**src/rtl/mc_ctrl_pkg.sv**
```systemverilog
// Shared types and constants for the multi-cycle MIPS-subset control FSM.
// Opcodes, state encoding, ALU op codes and datapath mux select values.
package mc_ctrl_pkg;

   localparam int ALU_OP_W = 4;
   localparam int STATE_W  = 4;

   localparam logic [5:0] OP_RTYPE = 6'd0;
   localparam logic [5:0] OP_BEQ   = 6'd4;
   localparam logic [5:0] OP_BNE   = 6'd5;
   localparam logic [5:0] OP_ADDI  = 6'd8;
   localparam logic [5:0] OP_ORI   = 6'd13;
   localparam logic [5:0] OP_LUI   = 6'd15;
   localparam logic [5:0] OP_LW    = 6'd35;
   localparam logic [5:0] OP_SW    = 6'd43;

   typedef enum logic [STATE_W-1:0] {
      FETCH  = 4'd0,
      DECODE = 4'd1,
      EXEC_R = 4'd2,
      EXEC_I = 4'd3,
      BRANCH = 4'd4,
      ADDR   = 4'd5,
      MEM_RD = 4'd6,
      MEM_WR = 4'd7,
      WB_ALU = 4'd8,
      WB_MEM = 4'd9,
      TRAP   = 4'd10
   } state_t;

   localparam logic [ALU_OP_W-1:0] ALU_RTYPE = 4'd0;
   localparam logic [ALU_OP_W-1:0] ALU_BEQ   = 4'd2;
   localparam logic [ALU_OP_W-1:0] ALU_BNE   = 4'd3;
   localparam logic [ALU_OP_W-1:0] ALU_ADDI  = 4'd6;
   localparam logic [ALU_OP_W-1:0] ALU_ORI   = 4'd7;
   localparam logic [ALU_OP_W-1:0] ALU_LUI   = 4'd8;
   localparam logic [ALU_OP_W-1:0] ALU_ADD   = 4'd9;
   localparam logic [ALU_OP_W-1:0] ALU_SW    = 4'd10;

   localparam logic [1:0] SRCB_RT      = 2'd0;
   localparam logic [1:0] SRCB_FOUR    = 2'd1;
   localparam logic [1:0] SRCB_IMM     = 2'd2;
   localparam logic [1:0] SRCB_IMM_SH2 = 2'd3;

   localparam logic [1:0] PCSRC_ALU    = 2'd0;
   localparam logic [1:0] PCSRC_ALUOUT = 2'd1;

   localparam logic [1:0] M2R_ALUOUT = 2'd0;
   localparam logic [1:0] M2R_MDR    = 2'd1;

   typedef struct packed {
      logic                mem_req;
      logic                iord;
      logic                mem_read;
      logic                mem_write;
      logic                ir_write;
      logic                pc_write;
      logic                pc_write_cond;
      logic                branch_ne;
      logic [1:0]          pc_src;
      logic                reg_write;
      logic                reg_dst;
      logic [1:0]          mem_to_reg;
      logic                alu_src_a;
      logic [1:0]          alu_src_b;
      logic [ALU_OP_W-1:0] alu_op;
      logic                illegal;
   } ctrl_t;

   // Successor of DECODE; unknown opcodes land in the absorbing TRAP state.
   function automatic state_t decode_target(input logic [5:0] op);
      case (op)
         OP_RTYPE:               return EXEC_R;
         OP_ADDI, OP_ORI, OP_LUI: return EXEC_I;
         OP_BEQ, OP_BNE:         return BRANCH;
         OP_LW, OP_SW:           return ADDR;
         default:                return TRAP;
      endcase
   endfunction

endpackage

```
**src/rtl/mc_ctrl_if.sv**
```systemverilog
// Control/handshake bundle between mc_ctrl_fsm (master) and the datapath/memory (slave).
interface mc_ctrl_if;
   import mc_ctrl_pkg::*;

   logic [5:0]          instr_op_i;
   logic                mem_ready_i;
   logic                mem_req_o;
   logic                iord_o;
   logic                mem_read_o;
   logic                mem_write_o;
   logic                ir_write_o;
   logic                pc_write_o;
   logic                pc_write_cond_o;
   logic                branch_ne_o;
   logic [1:0]          pc_src_o;
   logic                reg_write_o;
   logic                reg_dst_o;
   logic [1:0]          mem_to_reg_o;
   logic                alu_src_a_o;
   logic [1:0]          alu_src_b_o;
   logic [ALU_OP_W-1:0] alu_op_o;
   logic                illegal_o;
   logic [31:0]         instr_cnt_o;
   logic [31:0]         stall_cnt_o;

   modport master (
      input  instr_op_i, mem_ready_i,
      output mem_req_o, iord_o, mem_read_o, mem_write_o, ir_write_o, pc_write_o,
             pc_write_cond_o, branch_ne_o, pc_src_o, reg_write_o, reg_dst_o,
             mem_to_reg_o, alu_src_a_o, alu_src_b_o, alu_op_o, illegal_o,
             instr_cnt_o, stall_cnt_o
   );

   modport slave (
      output instr_op_i, mem_ready_i,
      input  mem_req_o, iord_o, mem_read_o, mem_write_o, ir_write_o, pc_write_o,
             pc_write_cond_o, branch_ne_o, pc_src_o, reg_write_o, reg_dst_o,
             mem_to_reg_o, alu_src_a_o, alu_src_b_o, alu_op_o, illegal_o,
             instr_cnt_o, stall_cnt_o
   );

endinterface

```
**src/rtl/mc_ctrl_out_dec.sv**
```systemverilog
// Combinational control-output map from (state, opcode, memory ready, R-type flag).
module mc_ctrl_out_dec
   import mc_ctrl_pkg::*;
(
   input  state_t     state,
   input  logic [5:0] op,
   input  logic       rtype,
   input  logic       mem_ready,
   output ctrl_t      ctrl
);

   // Per-state control word; anything not set stays 0.
   always_comb begin
      ctrl = '0;
      case (state)
         FETCH: begin
            ctrl.mem_req   = 1'b1;
            ctrl.mem_read  = 1'b1;
            ctrl.alu_src_b = SRCB_FOUR;
            ctrl.alu_op    = ALU_ADD;
            ctrl.pc_src    = PCSRC_ALU;
            ctrl.ir_write  = mem_ready;
            ctrl.pc_write  = mem_ready;
         end
         DECODE: begin
            ctrl.alu_src_b = SRCB_IMM_SH2;
            ctrl.alu_op    = ALU_ADD;
         end
         EXEC_R: begin
            ctrl.alu_src_a = 1'b1;
            ctrl.alu_src_b = SRCB_RT;
            ctrl.alu_op    = ALU_RTYPE;
         end
         EXEC_I: begin
            ctrl.alu_src_a = 1'b1;
            ctrl.alu_src_b = SRCB_IMM;
            case (op)
               OP_ORI:  ctrl.alu_op = ALU_ORI;
               OP_LUI:  ctrl.alu_op = ALU_LUI;
               default: ctrl.alu_op = ALU_ADDI;
            endcase
         end
         BRANCH: begin
            ctrl.alu_src_a     = 1'b1;
            ctrl.alu_src_b     = SRCB_RT;
            ctrl.alu_op        = (op == OP_BNE) ? ALU_BNE : ALU_BEQ;
            ctrl.pc_write_cond = 1'b1;
            ctrl.branch_ne     = (op == OP_BNE);
            ctrl.pc_src        = PCSRC_ALUOUT;
         end
         ADDR: begin
            ctrl.alu_src_a = 1'b1;
            ctrl.alu_src_b = SRCB_IMM;
            ctrl.alu_op    = (op == OP_SW) ? ALU_SW : ALU_ADD;
         end
         MEM_RD: begin
            ctrl.mem_req  = 1'b1;
            ctrl.iord     = 1'b1;
            ctrl.mem_read = 1'b1;
         end
         MEM_WR: begin
            ctrl.mem_req   = 1'b1;
            ctrl.iord      = 1'b1;
            ctrl.mem_write = 1'b1;
         end
         WB_ALU: begin
            ctrl.reg_write  = 1'b1;
            ctrl.reg_dst    = rtype;
            ctrl.mem_to_reg = M2R_ALUOUT;
         end
         WB_MEM: begin
            ctrl.reg_write  = 1'b1;
            ctrl.reg_dst    = 1'b0;
            ctrl.mem_to_reg = M2R_MDR;
         end
         TRAP:    ctrl.illegal = 1'b1;
         default: ctrl = '0;
      endcase
   end

endmodule

```
**src/rtl/mc_ctrl_fsm.sv**
```systemverilog
// Multi-cycle MIPS-subset control FSM with fetch/data memory-port arbitration.
// Optional performance counters enabled by defining MC_CTRL_PERF_CNT_EN.
module mc_ctrl_fsm
   import mc_ctrl_pkg::*;
(
   input  logic         clk_i,
   input  logic         rst_i,
   mc_ctrl_if.master    bus
);

   state_t state_r;
   state_t next_state_s;
   logic   rtype_r;
   ctrl_t  dec_s;
   ctrl_t  ctrl_s;

   // State register.
   always_ff @(posedge clk_i or posedge rst_i) begin
      if (rst_i) state_r <= FETCH;
      else       state_r <= next_state_s;
   end

   // R-type flag captured in DECODE so WB_ALU does not depend on the opcode bus.
   always_ff @(posedge clk_i or posedge rst_i) begin
      if (rst_i)                  rtype_r <= 1'b0;
      else if (state_r == DECODE) rtype_r <= (bus.instr_op_i == OP_RTYPE);
   end

   // Next-state logic.
   always_comb begin
      next_state_s = state_r;
      case (state_r)
         FETCH:          next_state_s = bus.mem_ready_i ? DECODE : FETCH;
         DECODE:         next_state_s = decode_target(bus.instr_op_i);
         EXEC_R, EXEC_I: next_state_s = WB_ALU;
         BRANCH:         next_state_s = FETCH;
         ADDR:           next_state_s = (bus.instr_op_i == OP_SW) ? MEM_WR : MEM_RD;
         MEM_RD:         next_state_s = bus.mem_ready_i ? WB_MEM : MEM_RD;
         MEM_WR:         next_state_s = bus.mem_ready_i ? FETCH : MEM_WR;
         WB_ALU, WB_MEM: next_state_s = FETCH;
         TRAP:           next_state_s = TRAP;
         default:        next_state_s = FETCH;
      endcase
   end

   mc_ctrl_out_dec u_out_dec (
      .state     (state_r),
      .op        (bus.instr_op_i),
      .rtype     (rtype_r),
      .mem_ready (bus.mem_ready_i),
      .ctrl      (dec_s)
   );

   // Output stage: reset kills every strobe in the same cycle it rises.
   always_comb begin
      if (rst_i) ctrl_s = '0;
      else       ctrl_s = dec_s;
   end

   assign bus.mem_req_o       = ctrl_s.mem_req;
   assign bus.iord_o          = ctrl_s.iord;
   assign bus.mem_read_o      = ctrl_s.mem_read;
   assign bus.mem_write_o     = ctrl_s.mem_write;
   assign bus.ir_write_o      = ctrl_s.ir_write;
   assign bus.pc_write_o      = ctrl_s.pc_write;
   assign bus.pc_write_cond_o = ctrl_s.pc_write_cond;
   assign bus.branch_ne_o     = ctrl_s.branch_ne;
   assign bus.pc_src_o        = ctrl_s.pc_src;
   assign bus.reg_write_o     = ctrl_s.reg_write;
   assign bus.reg_dst_o       = ctrl_s.reg_dst;
   assign bus.mem_to_reg_o    = ctrl_s.mem_to_reg;
   assign bus.alu_src_a_o     = ctrl_s.alu_src_a;
   assign bus.alu_src_b_o     = ctrl_s.alu_src_b;
   assign bus.alu_op_o        = ctrl_s.alu_op;
   assign bus.illegal_o       = ctrl_s.illegal;

`ifdef MC_CTRL_PERF_CNT_EN
   logic [31:0] instr_cnt_r;
   logic [31:0] stall_cnt_r;
   logic        retire_s;

   assign retire_s = (next_state_s == FETCH) &&
                     ((state_r == WB_ALU) || (state_r == WB_MEM) ||
                      (state_r == BRANCH) || (state_r == MEM_WR));

   // Retired-instruction and memory-wait counters, both free-running mod 2^32.
   always_ff @(posedge clk_i or posedge rst_i) begin
      if (rst_i) begin
         instr_cnt_r <= 32'd0;
         stall_cnt_r <= 32'd0;
      end else begin
         if (retire_s)                              instr_cnt_r <= instr_cnt_r + 32'd1;
         if (ctrl_s.mem_req && !bus.mem_ready_i)    stall_cnt_r <= stall_cnt_r + 32'd1;
      end
   end

   assign bus.instr_cnt_o = instr_cnt_r;
   assign bus.stall_cnt_o = stall_cnt_r;
`else
   assign bus.instr_cnt_o = 32'd0;
   assign bus.stall_cnt_o = 32'd0;
`endif

endmodule

```
**src/flat_wrapper.sv**
```systemverilog
// flat-port wrapper written by rule: the top's interface ports become plain ports
module mc_ctrl_fsm_flat import mc_ctrl_pkg::*;
  (clk_i, rst_i, bus_instr_op_i, bus_mem_ready_i, bus_mem_req_o, bus_iord_o, bus_mem_read_o, bus_mem_write_o, bus_ir_write_o, bus_pc_write_o, bus_pc_write_cond_o, bus_branch_ne_o, bus_pc_src_o, bus_reg_write_o, bus_reg_dst_o, bus_mem_to_reg_o, bus_alu_src_a_o, bus_alu_src_b_o, bus_alu_op_o, bus_illegal_o, bus_instr_cnt_o, bus_stall_cnt_o);
  mc_ctrl_if bus_i ();
  input  logic clk_i;
  input  logic rst_i;
  input wire logic [$bits(bus_i.instr_op_i)-1:0] bus_instr_op_i;
  input wire logic [$bits(bus_i.mem_ready_i)-1:0] bus_mem_ready_i;
  output wire logic [$bits(bus_i.mem_req_o)-1:0] bus_mem_req_o;
  output wire logic [$bits(bus_i.iord_o)-1:0] bus_iord_o;
  output wire logic [$bits(bus_i.mem_read_o)-1:0] bus_mem_read_o;
  output wire logic [$bits(bus_i.mem_write_o)-1:0] bus_mem_write_o;
  output wire logic [$bits(bus_i.ir_write_o)-1:0] bus_ir_write_o;
  output wire logic [$bits(bus_i.pc_write_o)-1:0] bus_pc_write_o;
  output wire logic [$bits(bus_i.pc_write_cond_o)-1:0] bus_pc_write_cond_o;
  output wire logic [$bits(bus_i.branch_ne_o)-1:0] bus_branch_ne_o;
  output wire logic [$bits(bus_i.pc_src_o)-1:0] bus_pc_src_o;
  output wire logic [$bits(bus_i.reg_write_o)-1:0] bus_reg_write_o;
  output wire logic [$bits(bus_i.reg_dst_o)-1:0] bus_reg_dst_o;
  output wire logic [$bits(bus_i.mem_to_reg_o)-1:0] bus_mem_to_reg_o;
  output wire logic [$bits(bus_i.alu_src_a_o)-1:0] bus_alu_src_a_o;
  output wire logic [$bits(bus_i.alu_src_b_o)-1:0] bus_alu_src_b_o;
  output wire logic [$bits(bus_i.alu_op_o)-1:0] bus_alu_op_o;
  output wire logic [$bits(bus_i.illegal_o)-1:0] bus_illegal_o;
  output wire logic [$bits(bus_i.instr_cnt_o)-1:0] bus_instr_cnt_o;
  output wire logic [$bits(bus_i.stall_cnt_o)-1:0] bus_stall_cnt_o;
  assign bus_i.instr_op_i = bus_instr_op_i;
  assign bus_i.mem_ready_i = bus_mem_ready_i;
  assign bus_mem_req_o = bus_i.mem_req_o;
  assign bus_iord_o = bus_i.iord_o;
  assign bus_mem_read_o = bus_i.mem_read_o;
  assign bus_mem_write_o = bus_i.mem_write_o;
  assign bus_ir_write_o = bus_i.ir_write_o;
  assign bus_pc_write_o = bus_i.pc_write_o;
  assign bus_pc_write_cond_o = bus_i.pc_write_cond_o;
  assign bus_branch_ne_o = bus_i.branch_ne_o;
  assign bus_pc_src_o = bus_i.pc_src_o;
  assign bus_reg_write_o = bus_i.reg_write_o;
  assign bus_reg_dst_o = bus_i.reg_dst_o;
  assign bus_mem_to_reg_o = bus_i.mem_to_reg_o;
  assign bus_alu_src_a_o = bus_i.alu_src_a_o;
  assign bus_alu_src_b_o = bus_i.alu_src_b_o;
  assign bus_alu_op_o = bus_i.alu_op_o;
  assign bus_illegal_o = bus_i.illegal_o;
  assign bus_instr_cnt_o = bus_i.instr_cnt_o;
  assign bus_stall_cnt_o = bus_i.stall_cnt_o;
  mc_ctrl_fsm u_core (.clk_i(clk_i), .rst_i(rst_i), .bus(bus_i));
endmodule
```
**config.mk**
```make
export PLATFORM = sky130hd
export DESIGN_NAME = mc_ctrl_fsm_flat
export DESIGN_NICKNAME = d
export VERILOG_FILES = /design/src/rtl/mc_ctrl_pkg.sv /design/src/rtl/mc_ctrl_if.sv /design/src/rtl/mc_ctrl_out_dec.sv /design/src/rtl/mc_ctrl_fsm.sv /design/src/flat_wrapper.sv
export SDC_FILE = /design/constraint.sdc
export NUM_CORES = 1
export LEC_CHECK = 0
export BUFFER_PORTS_ARGS = -buffer_cell sky130_fd_sc_hd__buf_2
export CORE_MARGIN = 1
export CORE_UTILIZATION = 45
export DETAILED_ROUTE_END_ITERATION = 10
export GPL_TIMING_DRIVEN = 0
export PLACE_DENSITY = 0.95
export SLEW_MARGIN = 20
export SYNTH_ARGS = -nofsm -noshare
export SYNTH_HDL_FRONTEND = slang
export SYNTH_HIERARCHICAL = 1
export SYNTH_SLANG_ARGS = --single-unit
```
**constraint.sdc**
```tcl
create_clock -name clk_i -period 3.1 [get_ports clk_i]
set_clock_uncertainty 0.05 [all_clocks]
set_input_delay 0 -clock clk_i [delete_from_list [all_inputs] [get_ports clk_i]]
set_output_delay 0 -clock clk_i [all_outputs]
set_load 0.03 [all_outputs]
```
==> flow_metrics.env, run 1 <==
export IMPL_insertion_delay_ps=240
export IMPL_max_slew_margin=0.6094
export IMPL_post_route_worst_setup_slack_ps=1188
export IMPL_synth_ff_latch_count=5
export IMPL_multi_input_area_um2=898.4
export IMPL_grt_busiest_layer="met2"
export IMPL_crit_reg2reg_launch="u_core/state_r[1]"
export IMPL_power_frac_comb=0.752
export IMPL_synth_area_leader_cell="buf_4"
export IMPL_num_nets_final=292
export IMPL_area_sequential_um2=125.1
export IMPL_grt_first_pass_wirelength_um=3974
export IMPL_hold_path_startpoint="bus_instr_op_i[4]"
export IMPL_fin_area_um2=1790
export IMPL_row_count=19
export IMPL_count_of_distinct_cell_types_in_the_synthesized_netlist=39
export IMPL_total_leakage_power_nw=1.056
export IMPL_cts_htree_levels=1
export IMPL_globalRoute_totalOverflow=0
export IMPL_syn_avg_cell_area_um2=7.216
export IMPL_clock_power_share=0.099
export IMPL_worstSetupEndpointType="output port"
export IMPL_drtAntennaViolNets=0
export IMPL_detail_route_first_pass_iterations=4
export IMPL_final_min_clock_period_ps=1912
export IMPL_number_of_antenna_violations_at_the_first_check_in_global_routing=0
export IMPL_detail_route_vias_per_cell=3.981
export IMPL_gr_usage_all_layers=0.1505
export IMPL_mappedNetlistArea_um2=1335
export IMPL_whs_path_depth=4
export IMPL_floorplan_core_area_um2=2781
export IMPL_internal_power_mw=0.3568
export IMPL_cp_start_kind="flop"
export IMPL_power_sequential_fraction=0.149
export IMPL_dp_cells=308
export IMPL_cts_root_to_sink_buffers=2
export IMPL_synthesis_yosys_warnings=6
export IMPL_num_io_pins=95
export IMPL_io_buffers=28
export IMPL_largest_net_degree_at_the_start_of_global_routing=13
export IMPL_wl_per_cell_um=7.942
export IMPL_final_max_slew_violation_count=0
export IMPL_synth_enable_flop_cells=0
export IMPL_synthFlopType="dfrtp_1"
export IMPL_irDropWorstVdd_mv=0.3468
export IMPL_seq_area_frac_synth=0.09372
export IMPL_crit_fanout=12
export IMPL_status="finished, final reports clean"
export IMPL_syn_inst=185
export IMPL_timing_hold_violations_final=0
export IMPL_grt_util_met2=0.2571
export IMPL_wirelength_routed_um=2486
export IMPL_clock_tree_root_cell="clkbuf_4"
export IMPL_drc_errors=0
export IMPL_global_route_usage_met3=0.04608
export IMPL_die_area_um2=3188
export IMPL_asyncSetResetFlopFracSynth=1.000
export IMPL_arrival_time_at_the_worst_endpoint_ps=1860
export IMPL_dp_hpwl_um=2113
export IMPL_p_sw_mw=0.4189
export IMPL_critPathKind="flop to output port"
export IMPL_drtIter0Drc=30
export IMPL_dp_slack_ps=1466
export IMPL_yosys_top_cells_area="buf_4 (38%), nor2b_1 (12%), dfrtp_1 (9.4%), nand2b_1 (4.2%), nor2_1 (2.8%)"
export IMPL_vias=1246
export IMPL_drive_gt1_frac=0.3865
export IMPL_layout_filler_cells=263
export IMPL_synth_top_area_share=0.3824
export IMPL_power_share_switching=0.5401
export IMPL_layout_cells_non_filler=313
export IMPL_hold_path_class="input port to flop"
export IMPL_cts_inserted_buffers=3
export IMPL_cts_num_sinks=5
export IMPL_worstRegToRegCells=3
export IMPL_tritoncts="built"
export IMPL_die_x_um=56.47
export IMPL_rsz0062_at_grt="no"
export IMPL_timing_worst_slew_pin_value_ps=584.6
export IMPL_first_global_vias=930
export IMPL_floorplan_initialDensity=0.4800
export IMPL_clk_transition_reported_paths_ps=50
export IMPL_area_added_between_synthesis_and_finish_pct=34.11
export IMPL_max_clock_freq_ghz=0.5231
export IMPL_power_density_nw_per_um2=433.2
export IMPL_floorplan_die_height_um=56.47
export IMPL_worstPathRequired_ps=3050
export IMPL_finish_utilization=0.6437
export IMPL_antenna_diode_count=0
export IMPL_finalWeightedCongestion=0.8210
export IMPL_finalSetupTns_ps=0
export IMPL_globalRouteMet1Util=0.1907
export IMPL_finalCritPeriodShare=0.6166
export IMPL_max_cap_viol=0
export IMPL_report_final_setup_viol=0
export IMPL_cp_startpoint="u_core/state_r[3]"
export IMPL_placed_area_um2=1754
critical path, cell delays in order (launching register included):
cell      delay (ps)
dfrtp_1          520
clkbuf_1         360
nor2_1           120
and3_1           200
buf_4            120
nor2b_1          110
buf_2            190
sequential cells by signal (all words and copies together) (netlist names):
| name | flops |
|---|---|
| u_core/state_r | 4 |
| u_core/rtype_r | 1 |
cell usage in the layout (no fill, tap or decap), types with 3 or more instances in the layout:
cell / n
buf_4: 68
conb_1: 66
buf_2: 31
nor2b_1: 26
nor2_1: 10
nand2b_1: 9
nor3_1: 6
o21ai_0: 6
clkbuf_1: 5
nand2_1: 5
dfrtp_1: 5
a21oi_1: 4
clkbuf_4: 3
inv_1: 3
nand3_1: 3
nand4b_1: 3
kinds of logic (layout without fill, tap and decap cells):
family          after synthesis  count (layout)  synth area share
compound gates               20              20            0.1059
xor+xnor                      2               2           0.01312
buf+inv                      78             111            0.4133
flops                         5               5           0.09372
other cells                   2              66          0.005625
simple gates                 78              78            0.3683
layout make-up:
class / count / area share
timing repair buffer: 29 / 0.08386
sequential: 5 / 0.06988
clock buffer: 4 / 0.01468
multi-input combinational: 166 / 0.5017
tap: 31 / 0.02166
inverter: 3 / 0.006289
buffer: 75 / 0.3019
path summary, 6_finish.rpt:
path | slack, ps | to
max | 1190 | bus_ir_write_o
min | 70 | u_core/state_r[2]
max reg2reg | 1640 | u_core/state_r[0]
min reg2reg | 520 | u_core/rtype_r
max in group asynchronous | 2380 | u_core/state_r[0]
min in group asynchronous | 440 | u_core/state_r[3]
what timing repair did:
| action | in CTS | in global routing |
|---|---|---|
| endpoints found under the hold margin | 5 | 0 |
| setup buffers | 0 | 0 |
| gates resized for setup | 0 | 0 |
| hold buffers | 1 | 0 |
synth_stat cells (2+ instances only):
| cell | number |
|---|---|
| clkbuf_1 | 4 |
| buf_4 | 68 |
| nor3_1 | 6 |
| and3b_1 | 2 |
| nand2_1 | 5 |
| nor2_1 | 10 |
| dfrtp_1 | 5 |
| o21ai_0 | 6 |
| nor2b_1 | 26 |
| conb_1 | 2 |
| inv_1 | 3 |
| a21oi_1 | 4 |
| and3_1 | 2 |
| nand4b_1 | 3 |
| buf_2 | 3 |
| a41oi_1 | 2 |
| nand3_1 | 3 |
| nand2b_1 | 9 |
| xor2_1 | 2 |
layer usage:
metal / up-vias / part of all wire / routed length, um
li1: 675 / - / -
met1: 516 / 0.41 / 1027
met2: 55 / 0.50 / 1237
met3: 0 / 0.089 / 221
met4: 0 / 0 / 0
met5: - / 0 / 0
power by group through the flow:
stage | sequential [mW] | combinational (mW) | clock (mW)
floorplan | 0.107 | 0.493 | 0
global route | 0.120 | 0.635 | 0.0854
CTS | 0.116 | 0.581 | 0.0821
global placement | 0.115 | 0.570 | 0
detailed placement | 0.116 | 0.578 | 0
finish | 0.116 | 0.583 | 0.0765
through the flow:
| stage | power [mW] | hold slack [ps] |
|---|---|---|
| after floorplan | 0.5994 | -59.53 |
| after global placement | 0.6853 | 129.3 |
| after detailed placement | 0.6948 | 157.9 |
| after CTS | 0.7783 | 60.17 |
| after global routing | 0.8405 | 92.74 |
| final | 0.7757 | 67.47 |
Power figures use the tool's default switching activity.
==> run 2, diff against run 1 <==
--- a/config.mk
+++ b/config.mk
@@ -7,10 +7,10 @@
 export LEC_CHECK = 0
 export BUFFER_PORTS_ARGS = -buffer_cell sky130_fd_sc_hd__buf_2
 export CORE_MARGIN = 1
-export CORE_UTILIZATION = 45
+export CORE_UTILIZATION = 42
 export DETAILED_ROUTE_END_ITERATION = 10
 export GPL_TIMING_DRIVEN = 0
-export PLACE_DENSITY = 0.95
+export PLACE_DENSITY = 0.91
 export SLEW_MARGIN = 20
 export SYNTH_ARGS = -nofsm -noshare
 export SYNTH_HDL_FRONTEND = slang
==> constraint.sdc (replaced) <==
create_clock -name clk_i -period 1.8 [get_ports clk_i]
set_clock_uncertainty 0.05 [all_clocks]
set_input_delay 0 -clock clk_i [delete_from_list [all_inputs] [get_ports clk_i]]
set_output_delay 0 -clock clk_i [all_outputs]
set_load 0.03 [all_outputs]
==> flow_metrics.env, run 2 (same netlist as run 1, synthesis figures left out) <==
export IMPL_total_leakage_power_nw=1.067
export IMPL_die_x_um=58.38
export IMPL_vias=1286
export IMPL_status="finished, final reports clean"
export IMPL_global_route_usage_met3=0.02198
export IMPL_worstSetupEndpointType="output port"
export IMPL_timing_critical_path_buf_inv=2
export IMPL_rrSetupSlack_ps=300
export IMPL_floorplan_core_area_um2=3028
export IMPL_clock_tree_root_cell="clkbuf_4"
export IMPL_crit_fanout=10
export IMPL_irDropWorstVdd_mv=0.3131
export IMPL_finalCritPeriodShare=0.9836
export IMPL_detail_route_first_pass_iterations=4
export IMPL_cts_root_to_sink_buffers=2
export IMPL_grt_util_met2=0.3021
export IMPL_number_of_antenna_violations_at_the_first_check_in_global_routing=0
export IMPL_dp_hpwl_um=2131
export IMPL_power_share_switching=0.5283
export IMPL_layout_filler_cells=282
export IMPL_critPathMaxStageDelay_ps=400
export IMPL_floorplan_initialDensity=0.4409
export IMPL_hold_path_class="input port to flop"
export IMPL_crit_reg2reg_launch="u_core/state_r[1]"
export IMPL_reg_largest_list="u_core/state_r x4, u_core/rtype_r x1"
export IMPL_power_sequential_fraction=0.130
export IMPL_gr_usage_all_layers=0.1469
export IMPL_insertion_delay_ps=240
export IMPL_detail_route_vias_per_cell=3.921
export IMPL_grt_first_pass_wirelength_um=3933
export IMPL_max_clock_freq_ghz=0.5648
export IMPL_final_cell_mix="buf_4 (73), conb_1 (66), buf_2 (25), nor2b_1 (24)"
export IMPL_timing_hold_violations_final=0
export IMPL_num_nets_final=294
export IMPL_max_cap_viol=0
export IMPL_report_final_setup_viol=0
export IMPL_largest_net_degree_at_the_start_of_global_routing=11
export IMPL_timing_worst_slew_pin_value_ps=596.5
export IMPL_clock_power_share=0.093
export IMPL_critical_r2r_capture="u_core/state_r[0]"
export IMPL_critical_path_endpoint="bus_alu_op_o[0]"
export IMPL_drtAntennaViolNets=0
export IMPL_floorplan_die_height_um=58.38
export IMPL_crit_path_cell_chain="clkbuf_4, nor2b_2, a41oi_2, o2bb2ai_2, nor2b_1, buf_2"
export IMPL_rsz0062_at_grt="yes"
export IMPL_p_sw_mw=0.7495
export IMPL_cts_htree_levels=1
export IMPL_arrival_time_at_the_worst_endpoint_ps=1720
export IMPL_final_max_slew_violation_count=0
export IMPL_grt_busiest_layer="met2"
export IMPL_layout_cells_non_filler=328
export IMPL_row_count=20
export IMPL_cp_start_kind="flop"
export IMPL_io_buffers=28
export IMPL_power_frac_comb=0.777
export IMPL_most_common_cell_after_layout_fill_and_taps_aside="buf_4"
export IMPL_area_sequential_um2=128.9
export IMPL_tritoncts="built"
export IMPL_worstPathRequired_ps=1750
export IMPL_final_min_clock_period_ps=1770
export IMPL_first_global_vias=979
export IMPL_drtIter0Drc=34
export IMPL_area_added_between_synthesis_and_finish_pct=40.67
export IMPL_cts_inserted_buffers=3
export IMPL_globalRoute_totalOverflow=0
export IMPL_wirelength_routed_um=2680
export IMPL_globalRouteMet1Util=0.1438
export IMPL_dp_cells=321
export IMPL_critPathKind="flop to output port"
export IMPL_multi_input_area_um2=930.9
export IMPL_antenna_diode_count=0
export IMPL_internal_power_mw=0.6692
export IMPL_crit_path_top_delay_cell="dfrtp_1"
export IMPL_hold_ws_ps=71.18
export IMPL_worstRegToRegCells=4
export IMPL_cts_num_sinks=5
export IMPL_wl_per_cell_um=8.171
export IMPL_power_density_nw_per_um2=755.4
export IMPL_finalWeightedCongestion=0.7870
export IMPL_total_power_mw=1.419
export IMPL_worst_path_stages=6
export IMPL_die_area_um2=3408
export IMPL_drc_errors=0
export IMPL_clk_transition_reported_paths_ps=50
export IMPL_largest_register="u_core/state_r"
export IMPL_largest_register_ffs=4
export IMPL_cp_startpoint="u_core/state_r[2]"
export IMPL_drive_gt1_frac=0.4261
export IMPL_num_io_pins=95
export IMPL_max_slew_margin=0.6015
export IMPL_timing_critical_path_max_delay_family="buffers and inverters"
run 2: cell count changes in the layout (fill, tap and decap cells not counted), moves of 2 or more:
cell / before / now
buf_2: 31 / 25
buf_4: 68 / 73
dfrtp_1: 5 / 2
dfrtp_2: 0 / 3
clkbuf_4: 3 / 5
nor2_1: 10 / 8
nor2b_1: 26 / 24
run 2: stage by stage:
step | setup TNS (ps) | util | setup WS [ps] | instance area [um2]
global placement | 0 | 0.5847 | 170.9 | 1770
detailed placement | 0 | 0.5847 | 134.4 | 1770
CTS | 0 | 0.6062 | 3.411 | 1836
floorplan | 0 | - | 116.9 | 1575
finish | 0 | 0.6202 | 29.57 | 1878
global route | -100.9 | 0.6202 | -80.92 | 1878
run 2: routing by layer:
| metal | part of all wire | up-vias |
|---|---|---|
| met3 | 0.077 | 0 |
| met5 | 0 | - |
| met1 | 0.40 | 546 |
| met4 | 0 | 0 |
| li1 | - | 682 |
| met2 | 0.53 | 58 |
run 2: layout make-up:
| class | instances | share of cell area |
|---|---|---|
| multi-input cells | 166 | 0.4957 |
| plain buffers | 75 | 0.2925 |
| repair buffers | 31 | 0.09394 |
| flip-flops and latches | 5 | 0.06862 |
| well taps | 44 | 0.02931 |
| clock buffers | 4 | 0.01399 |
| inverters | 3 | 0.005996 |
run 2: power groups by stage:
stage | sequential (mW) | combinational (mW) | clock [mW]
2_1_floorplan | 0.184 | 0.848 | 0
3_3_place_gp | 0.199 | 0.987 | 0
3_5_place_dp | 0.200 | 0.997 | 0
4_1_cts | 0.181 | 1.06 | 0.135
5_1_grt | 0.189 | 1.18 | 0.143
6_report | 0.185 | 1.10 | 0.131
run 2: worst min-delay path by stage:
stage                      start           endpoint  slack [ps]  cells after the start
3_3_place_gp               rst_i  u_core/state_r[2]         140                      3
5_1_grt        bus_instr_op_i[4]  u_core/state_r[2]         120                      4
6_report       bus_instr_op_i[4]  u_core/state_r[2]          70                      4
3_5_place_dp               rst_i  u_core/state_r[2]         160                      3
4_1_cts        bus_instr_op_i[4]  u_core/state_r[2]          70                      4
2_1_floorplan              rst_i     u_core/rtype_r         -60                      2
run 2: what timing repair did:
action	in CTS	in global routing
gates cloned	0	0
endpoints found under the setup margin	6	7
gates resized for setup	7	13
hold buffers	1	0
buffers inserted	2	0
hold endpoints to repair	5	0
pin swaps	0	1
run 2: worst reg2reg max path, cell delays in order (launching register included):
cell and delay (ps):
dfrtp_2 400, buf_4 160, nand2b_1 170, or4_1 510
o211ai_1 110
